File: config.mk
export PLATFORM = sky130hd
export DESIGN_NAME = rst_sequencer
export DESIGN_NICKNAME = d
export VERILOG_FILES = /design/src/rtl/rst_sequencer_pkg.sv /design/src/rtl/rst_chan_cnt.sv /design/src/rtl/rst_sequencer.sv
export SDC_FILE = /design/constraint.sdc
export NUM_CORES = 1
export LEC_CHECK = 0
export BUFFER_PORTS_ARGS = -buffer_cell sky130_fd_sc_hd__buf_4
export CELL_PAD_IN_SITES_DETAIL_PLACEMENT = 1
export CELL_PAD_IN_SITES_GLOBAL_PLACEMENT = 2
export CORE_ASPECT_RATIO = 1.25
export CORE_UTILIZATION = 35
export CTS_CLUSTER_SIZE = 30
export DETAILED_ROUTE_END_ITERATION = 10
export PLACE_DENSITY = 0.81
export SLEW_MARGIN = 20
export SYNTH_ARGS = -nofsm -noshare
export SYNTH_HDL_FRONTEND = slang
export SYNTH_SLANG_ARGS = --single-unit
File: constraint.sdc
create_clock -name clk -period 2.05 [get_ports clk]
set_input_delay 0.205 -clock clk [delete_from_list [all_inputs] [get_ports clk]]
set_output_delay 0.205 -clock clk [all_outputs]
set_load 0.05 [all_outputs]
File: src/rtl/rst_sequencer_pkg.sv
// Shared constants for the reset sequencer: bus geometry, register map, cause bits.
package rst_sequencer_pkg;

    localparam int unsigned RST_VA_WIDTH  = 8;
    localparam int unsigned BUS_WIDTH     = 8;
    localparam int unsigned BUS_ACC_WIDTH = 2;

    localparam logic [BUS_ACC_WIDTH-1:0] BUS_ACC_1B = 2'd0;
    localparam logic [BUS_ACC_WIDTH-1:0] BUS_ACC_2B = 2'd1;
    localparam logic [BUS_ACC_WIDTH-1:0] BUS_ACC_4B = 2'd2;

    localparam logic [RST_VA_WIDTH-1:0] RST_REG_CTRL  = 8'd0;
    localparam logic [RST_VA_WIDTH-1:0] RST_REG_HOLD  = 8'd1;
    localparam logic [RST_VA_WIDTH-1:0] RST_REG_STAT  = 8'd2;
    localparam logic [RST_VA_WIDTH-1:0] RST_REG_CAUSE = 8'd3;

    localparam int unsigned RST_CAUSE_EXT   = 0;
    localparam int unsigned RST_CAUSE_SWALL = 1;
    localparam int unsigned RST_CAUSE_SWONE = 2;
    localparam int unsigned RST_CAUSE_W     = 3;

    localparam int unsigned RST_CH_MAX = 8;

    typedef logic [BUS_WIDTH-1:0] bus_data_t;

    // CTRL value 0 targets every channel; value n targets channel n-1.
    function automatic logic ctrl_selects(bus_data_t wd, int unsigned idx);
        return (wd == '0) || (wd == bus_data_t'(idx + 1));
    endfunction

endpackage

File: src/rtl/rst_chan_cnt.sv
// One reset channel: pulse down-counter plus the flop that drives its active-low reset.
module rst_chan_cnt #(
    parameter int unsigned CW         = 5,
    parameter int unsigned RESET_VAL  = 16,
    parameter int unsigned RELOAD_VAL = 16
) (
    input  logic clk,
    input  logic rst_ib,
    input  logic run,      // synchronised external reset has been released
    input  logic reload,   // software pulse request for this channel
    input  logic hold,     // next-state software hold for this channel
    output logic rst_o
);

    localparam logic [CW-1:0] CNT_RESET  = CW'(RESET_VAL);
    localparam logic [CW-1:0] CNT_RELOAD = CW'(RELOAD_VAL);

    logic [CW-1:0] cnt_q;
    logic [CW-1:0] cnt_d;

    // Reload restarts a pulse even mid-count; otherwise count down and stop at zero.
    always_comb begin
        cnt_d = cnt_q;
        if (reload) begin
            cnt_d = CNT_RELOAD;
        end else if (cnt_q != '0) begin
            cnt_d = cnt_q - 1'b1;
        end
    end

    // Counter and output flop frozen until the synchroniser releases them.
    always_ff @(posedge clk or negedge rst_ib) begin
        if (!rst_ib) begin
            cnt_q <= CNT_RESET;
            rst_o <= 1'b0;
        end else if (run) begin
            cnt_q <= cnt_d;
            rst_o <= (cnt_d == '0) & ~hold;
        end
    end

endmodule

File: src/rtl/rst_sequencer.sv
// Reset sequencer: bus-programmable, per-channel stretched and staggered module resets.
module rst_sequencer
    import rst_sequencer_pkg::*;
#(
    parameter int unsigned CH           = 4,
    parameter int unsigned PULSE_CYCLES = 16,
    parameter int unsigned STAGGER      = 4
) (
    input  logic                     clk,
    input  logic                     rst_ib,
    output logic [CH-1:0]            rst_ob,
    input  logic [RST_VA_WIDTH-1:0]  addr,
    input  logic                     w_rb,
    input  logic [BUS_ACC_WIDTH-1:0] acc,
    output logic [BUS_WIDTH-1:0]     rdata,
    input  logic [BUS_WIDTH-1:0]     wdata,
    input  logic                     req,
    output logic                     resp,
    output logic                     fault
);

    localparam int unsigned CW = $clog2(PULSE_CYCLES + (CH - 1) * STAGGER + 1);

    logic [1:0]             sync_q;
    logic                   rst_sync;
    logic                   invld;
    logic                   legal;
    logic                   ctrl_wr;
    logic                   hold_wr;
    logic                   cause_wr;
    logic [CH-1:0]          hold_q;
    logic [CH-1:0]          hold_d;
    logic [RST_CAUSE_W-1:0] cause_q;
    logic [RST_CAUSE_W-1:0] cause_d;
    logic [BUS_WIDTH-1:0]   rd_mux;

    assign rst_sync = sync_q[1];

    // Release of rst_ib is synchronised; assertion stays asynchronous.
    always_ff @(posedge clk or negedge rst_ib) begin
        if (!rst_ib) begin
            sync_q <= 2'b00;
        end else begin
            sync_q <= {sync_q[0], 1'b1};
        end
    end

    // Illegal-access decode; a faulting request has no side effects at all.
    always_comb begin
        invld = req & ((addr > RST_REG_CAUSE)
                     | (acc != BUS_ACC_1B)
                     | (w_rb & (addr == RST_REG_STAT))
                     | (~w_rb & (addr == RST_REG_CTRL))
                     | (w_rb & (addr == RST_REG_CTRL) & (wdata > bus_data_t'(CH))));
    end

    assign fault    = invld;
    assign legal    = req & ~invld;
    assign ctrl_wr  = legal & w_rb & (addr == RST_REG_CTRL);
    assign hold_wr  = legal & w_rb & (addr == RST_REG_HOLD);
    assign cause_wr = legal & w_rb & (addr == RST_REG_CAUSE);

    // Next-state for HOLD and CAUSE (CAUSE is write-one-to-clear, set by CTRL writes).
    always_comb begin
        hold_d  = hold_q;
        cause_d = cause_q;
        if (hold_wr) begin
            hold_d = wdata[CH-1:0];
        end
        if (cause_wr) begin
            cause_d = cause_q & ~wdata[RST_CAUSE_W-1:0];
        end
        if (ctrl_wr) begin
            if (wdata == '0) begin
                cause_d[RST_CAUSE_SWALL] = 1'b1;
            end else begin
                cause_d[RST_CAUSE_SWONE] = 1'b1;
            end
        end
    end

    // Read mux; unused upper bits read as zero.
    always_comb begin
        rd_mux = '0;
        case (addr)
            RST_REG_HOLD:  rd_mux[CH-1:0] = hold_q;
            RST_REG_STAT:  rd_mux[CH-1:0] = ~rst_ob;
            RST_REG_CAUSE: rd_mux[RST_CAUSE_W-1:0] = cause_q;
            default:       rd_mux = '0;
        endcase
    end

    // Bus-visible registers and the response path.
    always_ff @(posedge clk or negedge rst_ib) begin
        if (!rst_ib) begin
            hold_q  <= '0;
            cause_q <= RST_CAUSE_W'(1) << RST_CAUSE_EXT;
            resp    <= 1'b0;
            rdata   <= '0;
        end else begin
            hold_q  <= hold_d;
            cause_q <= cause_d;
            resp    <= legal;
            rdata   <= (legal & ~w_rb) ? rd_mux : '0;
        end
    end

    for (genvar g = 0; g < CH; g++) begin : gen_chan
        rst_chan_cnt #(
            .CW         (CW),
            .RESET_VAL  (PULSE_CYCLES + g * STAGGER),
            .RELOAD_VAL (PULSE_CYCLES)
        ) u_chan (
            .clk    (clk),
            .rst_ib (rst_ib),
            .run    (rst_sync),
            .reload (ctrl_wr & ctrl_selects(wdata, g)),
            .hold   (hold_d[g]),
            .rst_o  (rst_ob[g])
        );
    end

endmodule

==> summary.txt <==
Floorplanning
  – Chip Width: 72.9 um
  – Initial Util: 37.1%
  – Core area: 0.00593 sq mm
  – Total die area: 0.00661 sq mm
  – Chip Height: 90.6 um
  – I/O Pins: 36
  – Cell Rows: 31

Synth
  – Ys async rst share: 100%
  – Register area share after synthesis: 43.7%
  – Syn Area/Cell: 9.78 sq um
  – EDFF count, synth: 0
  – Yosys cell types: 53
  – Top-area cell type share of the netlist area: 33.0%
  – Synth top area cells: dfrtp_1 (33%), dfstp_2 (11%), nor2_1 (3.4%), inv_1 (3.1%), o2bb2ai_1 (2.8%)
  – Largest area contributor in the netlist: dfrtp_1
  – Syn. warnings: 0
  – Register bit total from synthesis: 38
  – Mapped Area: 0.00220 sq mm
  – Syn Inst Count: 225
  – Post-synth top flop: dfrtp_1

Power and ir drop
  – VDD IR max: 0.648 mV
  – P per Cell Area: 1010 mW/mm^2
  – P_int: 0.00180 W
  – Logic gate share of total power: 30.3%
  – Reg power frac: 40.7%
  – Sw frac: 33.8%
  – P_sw: 0.000917 W
  – Design Power: 0.00271 W
  – Clock network fraction of design power: 29.0%
  – Leakage: 1.19 nW

Detailed routing
  – Via Count: 1845
  – DRC viols: 0
  – Via density: 5.35
  – DR pass1 iterations: 4
  – Drt wl/cell: 16.6 um
  – Post-route ant nets: 0
  – Drt first-iter violations: 60
  – Routed wire length: 5730 um

Final layout
  – Layout cells sized above 1: 26.6%
  – Fillers: 715
  – Antenna cell count: 0
  – Commonest non-fill, non-tap cells in the layout: buf_4 (40), dfrtp_1 (29), nor2_1 (20), inv_1 (18), nand2_1 (13)
  – Most common cell after layout, fill and taps aside: buf_4
  – Final net count: 288
  – Non-Filler Instances: 345
  – Layout area overhead: 21.8%

Worst hold path
  – Hold path cells: 2
  – Min-Delay Path Class: in2reg

Clocking
  – TritonCTS clock tree: built
  – Clk buf depth: 2
  – CTS Root Cell: clkbuf_8
  – Post-cts sizing count: 0
  – Reg clk slew, reported paths: 0.09 ns
  – # H-tree levels: 2
  – Sink Count: 38
  – Total CTS buffers: 5
  – Clk Latency, worst-skew pair: 0.29 ns

GRT
  – GRT Overall Usage: 19.5%
  – Vias in the first global route: 1988
  – Total gr overflow: 0
  – First-pass GRT wire length: 9830 um
  – Largest net degree at the start of global routing: 39
  – Initial antenna violation count: 0

Critical path
  – CP required: 1.85 ns
  – Crit end category: output port
  – CP max FO: 5
  – Startpoint class of the critical path: primary input
  – Critical path class: in2out
  – R2R cell count: 7
  – WP data arrival: 1.67 ns

Placement
  – DP HPWL: 4240 um
  – PortBufs: 31
  – Routability Congestion: 0.785
  – Placed cells: 336

Timing
  – Post-route minimum period: 1.88 ns
  – Endpoints failing setup: 0
  – RSZ-0062 raised after global routing: false
  – Fin. Hold Viols: 0
  – Fin Clk Skew: 0.00664 ns
  – Final Slew Violations: 0
  – Total negative setup slack: 0 ns
  – F_max: 533 MHz
  – Final period utilization: 91.5%

Status
  – Status: complete, no violations

Flow run
  – Maximum Capacitance Violations: 0
[metrics by stage]
stage	hold slack (ns)	setup WS, ns	area [sq um]	util, %
2_1_floorplan	-0.0906	0.138	2210	-
3_3_place_gp	0.212	0.147	2530	42.7
3_5_place_dp	0.214	0.0775	2530	42.7
4_1_cts	0.0986	0.175	2680	45.1
5_1_grt	0.113	0.0160	2680	45.1
6_report	0.100	0.175	2680	45.1
[timing repair]
action | in CTS | in global routing
hold endpoints to repair | 29 | 0
setup endpoints to repair | 0 | 0
setup buffers | 0 | 0
hold buffers | 1 | 0
[cells in the mapped netlist, drive strengths merged, types with 2 or more instances]
master and n:
o32ai 3, o311ai 2, o31ai 3, nand2b 3, a22oi 4, dfstp 9, a21oi 4, nor4 5
conb 2, nor3 8, nand3b 3, xnor2 2, nand2 13, a22o 4, buf 8, and4b 2
nor2 20, nand4 4, nand3 13, mux2 6, dfrtp 29, inv 18, clkbuf 6, o2bb2ai 7
mux2i 2, nor2b 6, o21ai 12, ha 4, a21boi 2, or3 4, o211ai 2
[kinds of logic (layout without fill, tap and decap cells)]
family	after synthesis	count (layout)	synth area share, %
multiplexers	8	8	4.49
AO/OA/AOI/OAI	54	54	19.1
flip-flops	38	38	43.7
adder cells (fa/ha/maj)	4	4	2.28
other	2	5	0.341
buffers and inverters	32	67	6.83
XOR/XNOR	3	3	1.19
AND/OR/NAND/NOR	84	84	22.0
[flip-flops by register name (all words and copies together) (netlist names)]
register / count
cause_q: 3
gen_chan.u_chan.cnt_q: 20
gen_chan.u_chan.rst_o: 4
hold_q: 4
rdata: 4
resp: 1
sync_q: 2
[cell type report]
cell class / count / area (sq um) / area share [%]
multi-input cells: 158 / 1100 / 41.0
repair buffers: 41 / 310 / 11.6
flip-flops and latches: 38 / 962 / 35.9
inverters: 18 / 67.6 / 2.52
clock buffers: 5 / 68.8 / 2.57
clock inverters: 3 / 68.8 / 2.57
well taps: 82 / 103 / 3.83
[power groups by stage]
stage / sequential, W / combinational (W) / clock (W)
floorplan: 0.00107 / 0.000644 / 0
global placement: 0.00112 / 0.000808 / 0
detailed placement: 0.00112 / 0.000820 / 0
CTS: 0.00111 / 0.000834 / 0.000809
global route: 0.00113 / 0.000929 / 0.000842
finish: 0.00110 / 0.000822 / 0.000788
[metal layers]
metal  part of all wire, %  wire, um  vias to the layer above  GRT usage [%]
met5                     0         0                        -              0
met4                   1.0        59                        0           5.72
met3                   2.3       129                        7           3.01
met2                    53      3040                       28           35.0
met1                    44      2500                      926           23.3
li1                      -         -                      884              -
[worst max-delay path, stage by stage]
cell	delay, ns
buf_4	0.11
nor4_1	0.28
buf_4	0.18
nor2b_1	0.32
a311o_1	0.27
a31oi_1	0.11
buf_4	0.20
[path summary, 6_finish.rpt]
path	start	end	slack (ns)
max	wdata[6]	fault	0.17
min	wdata[0]	cause_q[0]	0.10
max reg2reg	gen_chan[0].u_chan.cnt_q[0]	gen_chan[0].u_chan.cnt_q[0]	0.40
min reg2reg	sync_q[0]	sync_q[1]	0.35
max in group asynchronous	rst_ib	gen_chan[1].u_chan.cnt_q[4]	1.25
min in group asynchronous	rst_ib	resp	0.43
Note: power is estimated with default switching activity, not from simulation.
